--- src/rtl/shift_arbiter_ctrl.sv ---
// Two-requester arbiter sharing one external logical-right shifter; left shifts
// are done by bit-reversing operand and result. Define SHIFT_ARB_FIXED_PRIO_EN for fixed priority to requester 0.
module shift_arbiter_ctrl #(
  parameter int DATA_W = 32
) (
  input  logic              clk,
  input  logic              rst_n,
  input  logic              req0_valid,
  output logic              req0_ready,
  input  logic [DATA_W-1:0] req0_data,
  input  logic [4:0]        req0_amt,
  input  logic              req0_left,
  input  logic              req1_valid,
  output logic              req1_ready,
  input  logic [DATA_W-1:0] req1_data,
  input  logic [4:0]        req1_amt,
  input  logic              req1_left,
  output logic [DATA_W-1:0] sh_a,
  output logic [DATA_W-1:0] sh_b,
  input  logic [DATA_W-1:0] sh_out,
  output logic              rsp_valid,
  input  logic              rsp_ready,
  output logic              rsp_id,
  output logic [DATA_W-1:0] rsp_data
);

  typedef enum logic [1:0] {
    IDLE  = 2'd0,
    ISSUE = 2'd1,
    RESP  = 2'd2
  } state_t;

  state_t            r_state;
  state_t            w_next_state;
  logic [DATA_W-1:0] r_data;
  logic [4:0]        r_amt;
  logic              r_left;
  logic              r_id;
  logic [DATA_W-1:0] r_rsp_data;
  logic              w_grant;
  logic              w_idle;
  logic              w_accept;

  function automatic logic [DATA_W-1:0] bit_rev(input logic [DATA_W-1:0] v);
    logic [DATA_W-1:0] r;
    for (int i = 0; i < DATA_W; i++) begin
      r[i] = v[DATA_W-1-i];
    end
    return r;
  endfunction

  // w_grant is the index of the requester that would win this cycle.
`ifdef SHIFT_ARB_FIXED_PRIO_EN
  assign w_grant = ~req0_valid;
`else
  logic r_last_grant;

  assign w_grant = (req0_valid && req1_valid) ? ~r_last_grant : req1_valid;

  // Pointer resets to 1 so requester 0 wins the first contention.
  always_ff @(posedge clk or negedge rst_n) begin
    if (!rst_n) begin
      r_last_grant <= 1'b1;
    end else if (w_accept) begin
      r_last_grant <= w_grant;
    end
  end
`endif

  // Readies are gated by rst_n so they drop the instant reset asserts.
  assign w_idle     = (r_state == IDLE) && rst_n;
  assign req0_ready = w_idle && req0_valid && !w_grant;
  assign req1_ready = w_idle && req1_valid &&  w_grant;
  assign w_accept   = req0_ready || req1_ready;

  assign rsp_id   = r_id;
  assign rsp_data = r_rsp_data;

  // NOTE: every output of this block gets a default first, so no path can infer a latch.
  always_comb begin
    w_next_state = r_state;
    sh_a         = '0;
    sh_b         = '0;
    rsp_valid    = 1'b0;
    unique case (r_state)
      IDLE: begin
        if (w_accept) w_next_state = ISSUE;
      end
      ISSUE: begin
        sh_a         = r_left ? bit_rev(r_data) : r_data;
        sh_b         = {{(DATA_W-5){1'b0}}, r_amt};
        w_next_state = RESP;
      end
      RESP: begin
        rsp_valid = 1'b1;
        if (rsp_ready) w_next_state = IDLE;
      end
      default: w_next_state = IDLE;
    endcase
  end

  // NOTE: sequential state uses non-blocking assignments so every register samples pre-edge values.
  always_ff @(posedge clk or negedge rst_n) begin
    if (!rst_n) begin
      r_state <= IDLE;
    end else begin
      r_state <= w_next_state;
    end
  end

  // Operand and result registers are cleared on reset so outputs read 0 afterwards.
  always_ff @(posedge clk or negedge rst_n) begin
    if (!rst_n) begin
      r_data     <= '0;
      r_amt      <= '0;
      r_left     <= 1'b0;
      r_id       <= 1'b0;
      r_rsp_data <= '0;
    end else begin
      if (w_accept) begin
        r_data <= w_grant ? req1_data : req0_data;
        r_amt  <= w_grant ? req1_amt  : req0_amt;
        r_left <= w_grant ? req1_left : req0_left;
        r_id   <= w_grant;
      end
      if (r_state == ISSUE) begin
        r_rsp_data <= r_left ? bit_rev(sh_out) : sh_out;
      end
    end
  end

endmodule

--- config.mk ---
export PLATFORM = sky130hd
export DESIGN_NAME = shift_arbiter_ctrl
export DESIGN_NICKNAME = d
export VERILOG_FILES = /design/src/rtl/shift_arbiter_ctrl.sv
export SDC_FILE = /design/constraint.sdc
export NUM_CORES = 1
export LEC_CHECK = 0
export ABC_AREA = 1
export CAP_MARGIN = 20
export CORE_UTILIZATION = 44
export DETAILED_ROUTE_END_ITERATION = 8
export HOLD_SLACK_MARGIN = 0.15
export PLACE_DENSITY = 0.88
export RECOVER_POWER = 50
export SYNTH_ARGS = -nofsm -noshare
export SYNTH_HDL_FRONTEND = slang
export SYNTH_SLANG_ARGS = --single-unit
--- constraint.sdc ---
create_clock -name clk -period 2.5 [get_ports clk]
set_input_delay 0.25 -clock clk [delete_from_list [all_inputs] [get_ports clk]]
set_output_delay 0.25 -clock clk [all_outputs]
set_load 0.01 [all_outputs]
==> impl_results.md <==
- Status: completed
- Vias per inst: 5.15
- Largest stage delay, worst path: 0.56 ns
- Share of post-route cells with drive strength above 1: 4.23%
- First-pass GRT wire length: 20.4 mm
- Max cap viols: 0
- Cell Pwr Density: 954 nW/um2
- Final WS setup: 0.0945 ns
- Most frequent cells in the layout: nand2_1, clkdlybuf4s50_1, nand3_1, dfrtp_1, o21ai_0
- Post-Route WL: 13.3 mm
- IO Port Bufs: 185
- Core Area: 9730 um2
- Vias in the first global route: 4479
- Critical path class: register to primary output
- Fin crit period: 2.41 ns
- Startpoint types: register
- Final Setup Violations: 0
- Area grow syn2layout: 45.3%
- Final hold violation count: 0
- DR DRC count: 0
- Unique masters post-synth: 20
- Delay-heaviest family, CP: buffers and inverters
- Worst-Margin Slew: 1.08 ns
- Vias after detailed routing: 4821
- Required @ worst endpoint: 2.25 ns
- Final Skew: 0.0118 ns
- Cell Area, Synth: 4380 um2
- Post-synthesis sequential area ratio: 42.3%
- Post-route ant nets: 0
- Routed len/inst: 14.2 um
- Critical path's slowest cell: clkdlybuf4s50_1
- GRT Util Overall: 25.3%
- Worst skew pair latency: 0.34 ns
- Clock tree buffer depth: 2
- Clk slew on worst S/H paths: 0.08 ns
- Crit-path max FO: 20
- Tcrit/Tclk final: 96.2%
- Fin util: 65.4%
- Cell count after synthesis: 637
- CTS buffer count: 9
- FF+latch count, synth: 74
- Top-Level Pins: 213
- Antenna Cells: 0
- Worst relative slew slack: 28.2%
- Die H: 102 um
- Starting Density: 45.0%
- Pleak: 0.00300 uW
- Critical Path, Cell by Cell: nand2_1 > nand2_2 > inv_1 > nor2_1 > clkdlybuf4s50_1
- Element type at the critical path end: primary output
- GPL Wtd Cong: 0.780
- DIE AREA: 10400 um2
- Hold Crit Class: input pin to register
- Rows: 36
- Setup TNS: 0 ns
- Die X: 102 um
- FMAX: 0.416 GHz
- RSZ-0062 raised after global routing: no
- Initial DRC count: 292
- Final HPWL DP: 9.33 mm
- FF-to-FF setup slack: 0.39 ns
- Final std cells w/o fill: 936
- Initial antenna violation count: 0
- CTS Root Cell: clkbuf_8
- Post-Place Setup Slack: 0.176 ns
- Pin count of the biggest net entering global routing: 74
- Final nets: 911
- CP Data Arrival Time: 2.16 ns
- Post-placement cell count: 919
- CTS sink count: 74
- Post-Syn Area per Cell: 6.87 um2
- Most common cell after layout, fill and taps aside: nand2_1
- Remaining global-route overflow: 0
- Synth warnings: 0
- Drt first pass iters: 6
- CP Buf/Inv Count: 2
- Max-slew violations: 0
- H-tree levels: 3
- CTS tree: done
- Worst vdd ir: 0.488 mV
==> registers in the layout, indices dropped and copies added, names as in the netlist <==
| register | cells |
|---|---|
| r_data | 32 |
| rsp_data | 32 |
| r_amt | 5 |
| r_state | 2 |
| r_last_grant | 1 |
| r_left | 1 |
| rsp_id | 1 |
==> cells by family (layout without fill, tap and decap cells) <==
logic type	after synthesis	count (layout)	share of synthesized area (%)
buffers and inverters	88	228	11.6
AO/OA/AOI/OAI	98	98	11.3
other	1	27	0.0857
flip-flops	74	74	42.3
AND/OR/NAND/NOR	376	376	34.7
==> layout make-up <==
type / count / area [um2]
clock buffer: 10 / 128
tap: 133 / 166
fill: 852 / 3370
multi-input combinational: 501 / 2120
sequential: 74 / 1850
inverter: 14 / 56.3
clock inverter: 6 / 90.1
timing repair buffer: 198 / 1950
==> metrics by stage <==
| stage | area (um2) | power, uW | hold WS, ns |
|---|---|---|---|
| 2_1_floorplan | 4480 | 3820 | -0.0456 |
| 4_1_cts | 6370 | 6190 | 0.454 |
| 3_3_place_gp | 6140 | 5010 | 0.236 |
| 3_5_place_dp | 6140 | 5160 | 0.237 |
| 6_report | 6360 | 6070 | 0.467 |
| 5_1_grt | 6360 | 6530 | 0.436 |
==> per-layer routing <==
metal  up-vias  global-route usage [%]  wire, um  part of all wire [%]
met3        28                    5.11      1190                   8.9
met1      2219                    30.9      5280                    40
li1       2317                       -         -                     -
met2       257                    43.7      6510                    49
met4         0                    10.3       299                   2.3
met5         -                       0         0                     0
==> what timing repair did <==
action / in CTS / in global routing
setup buffers: 0 / 0
resized for setup: 0 / 4
hold endpoints to repair: 1 / 0
setup endpoints to repair: 0 / 3
hold buffers: 1 / 0
==> cells in the mapped netlist <==
cell type | n | share of area, %
inv_2 | 2 | 0.17
conb_1 | 1 | 0.086
a21oi_1 | 32 | 3.7
clkbuf_1 | 12 | 1.0
buf_6 | 4 | 1.0
buf_2 | 27 | 3.1
buf_4 | 30 | 5.1
dfrtp_1 | 73 | 42
nor2_2 | 1 | 0.14
nand2_1 | 256 | 22
o21ai_1 | 13 | 1.5
nand2_2 | 1 | 0.14
nor2_1 | 40 | 3.4
buf_1 | 1 | 0.086
a21oi_2 | 1 | 0.20
inv_1 | 12 | 1.0
nand3_1 | 77 | 8.8
o21ai_0 | 52 | 5.9
nor2_4 | 1 | 0.26
dfstp_2 | 1 | 0.60
==> power by group <==
group,switching [uW],total (uW),internal (uW)
registers,394,2180,1790
logic,1620,2860,1240
clock network,464,1030,566
total,2480,6070,3590
==> path summary, 6_finish.rpt <==
| path | cells after the start | start | endpoint |
|---|---|---|---|
| setup / recovery | 5 | r_last_grant | req0_ready |
| hold / removal | 2 | rsp_ready | r_state[1] |
| setup reg to reg | 5 | r_state[0] | rsp_data[24] |
| hold reg to reg | 2 | r_last_grant | r_last_grant |
| max in group asynchronous | 3 | rst_n | r_left |
| min in group asynchronous | 2 | rst_n | r_last_grant |
Note: power is estimated with default switching activity, not from simulation.
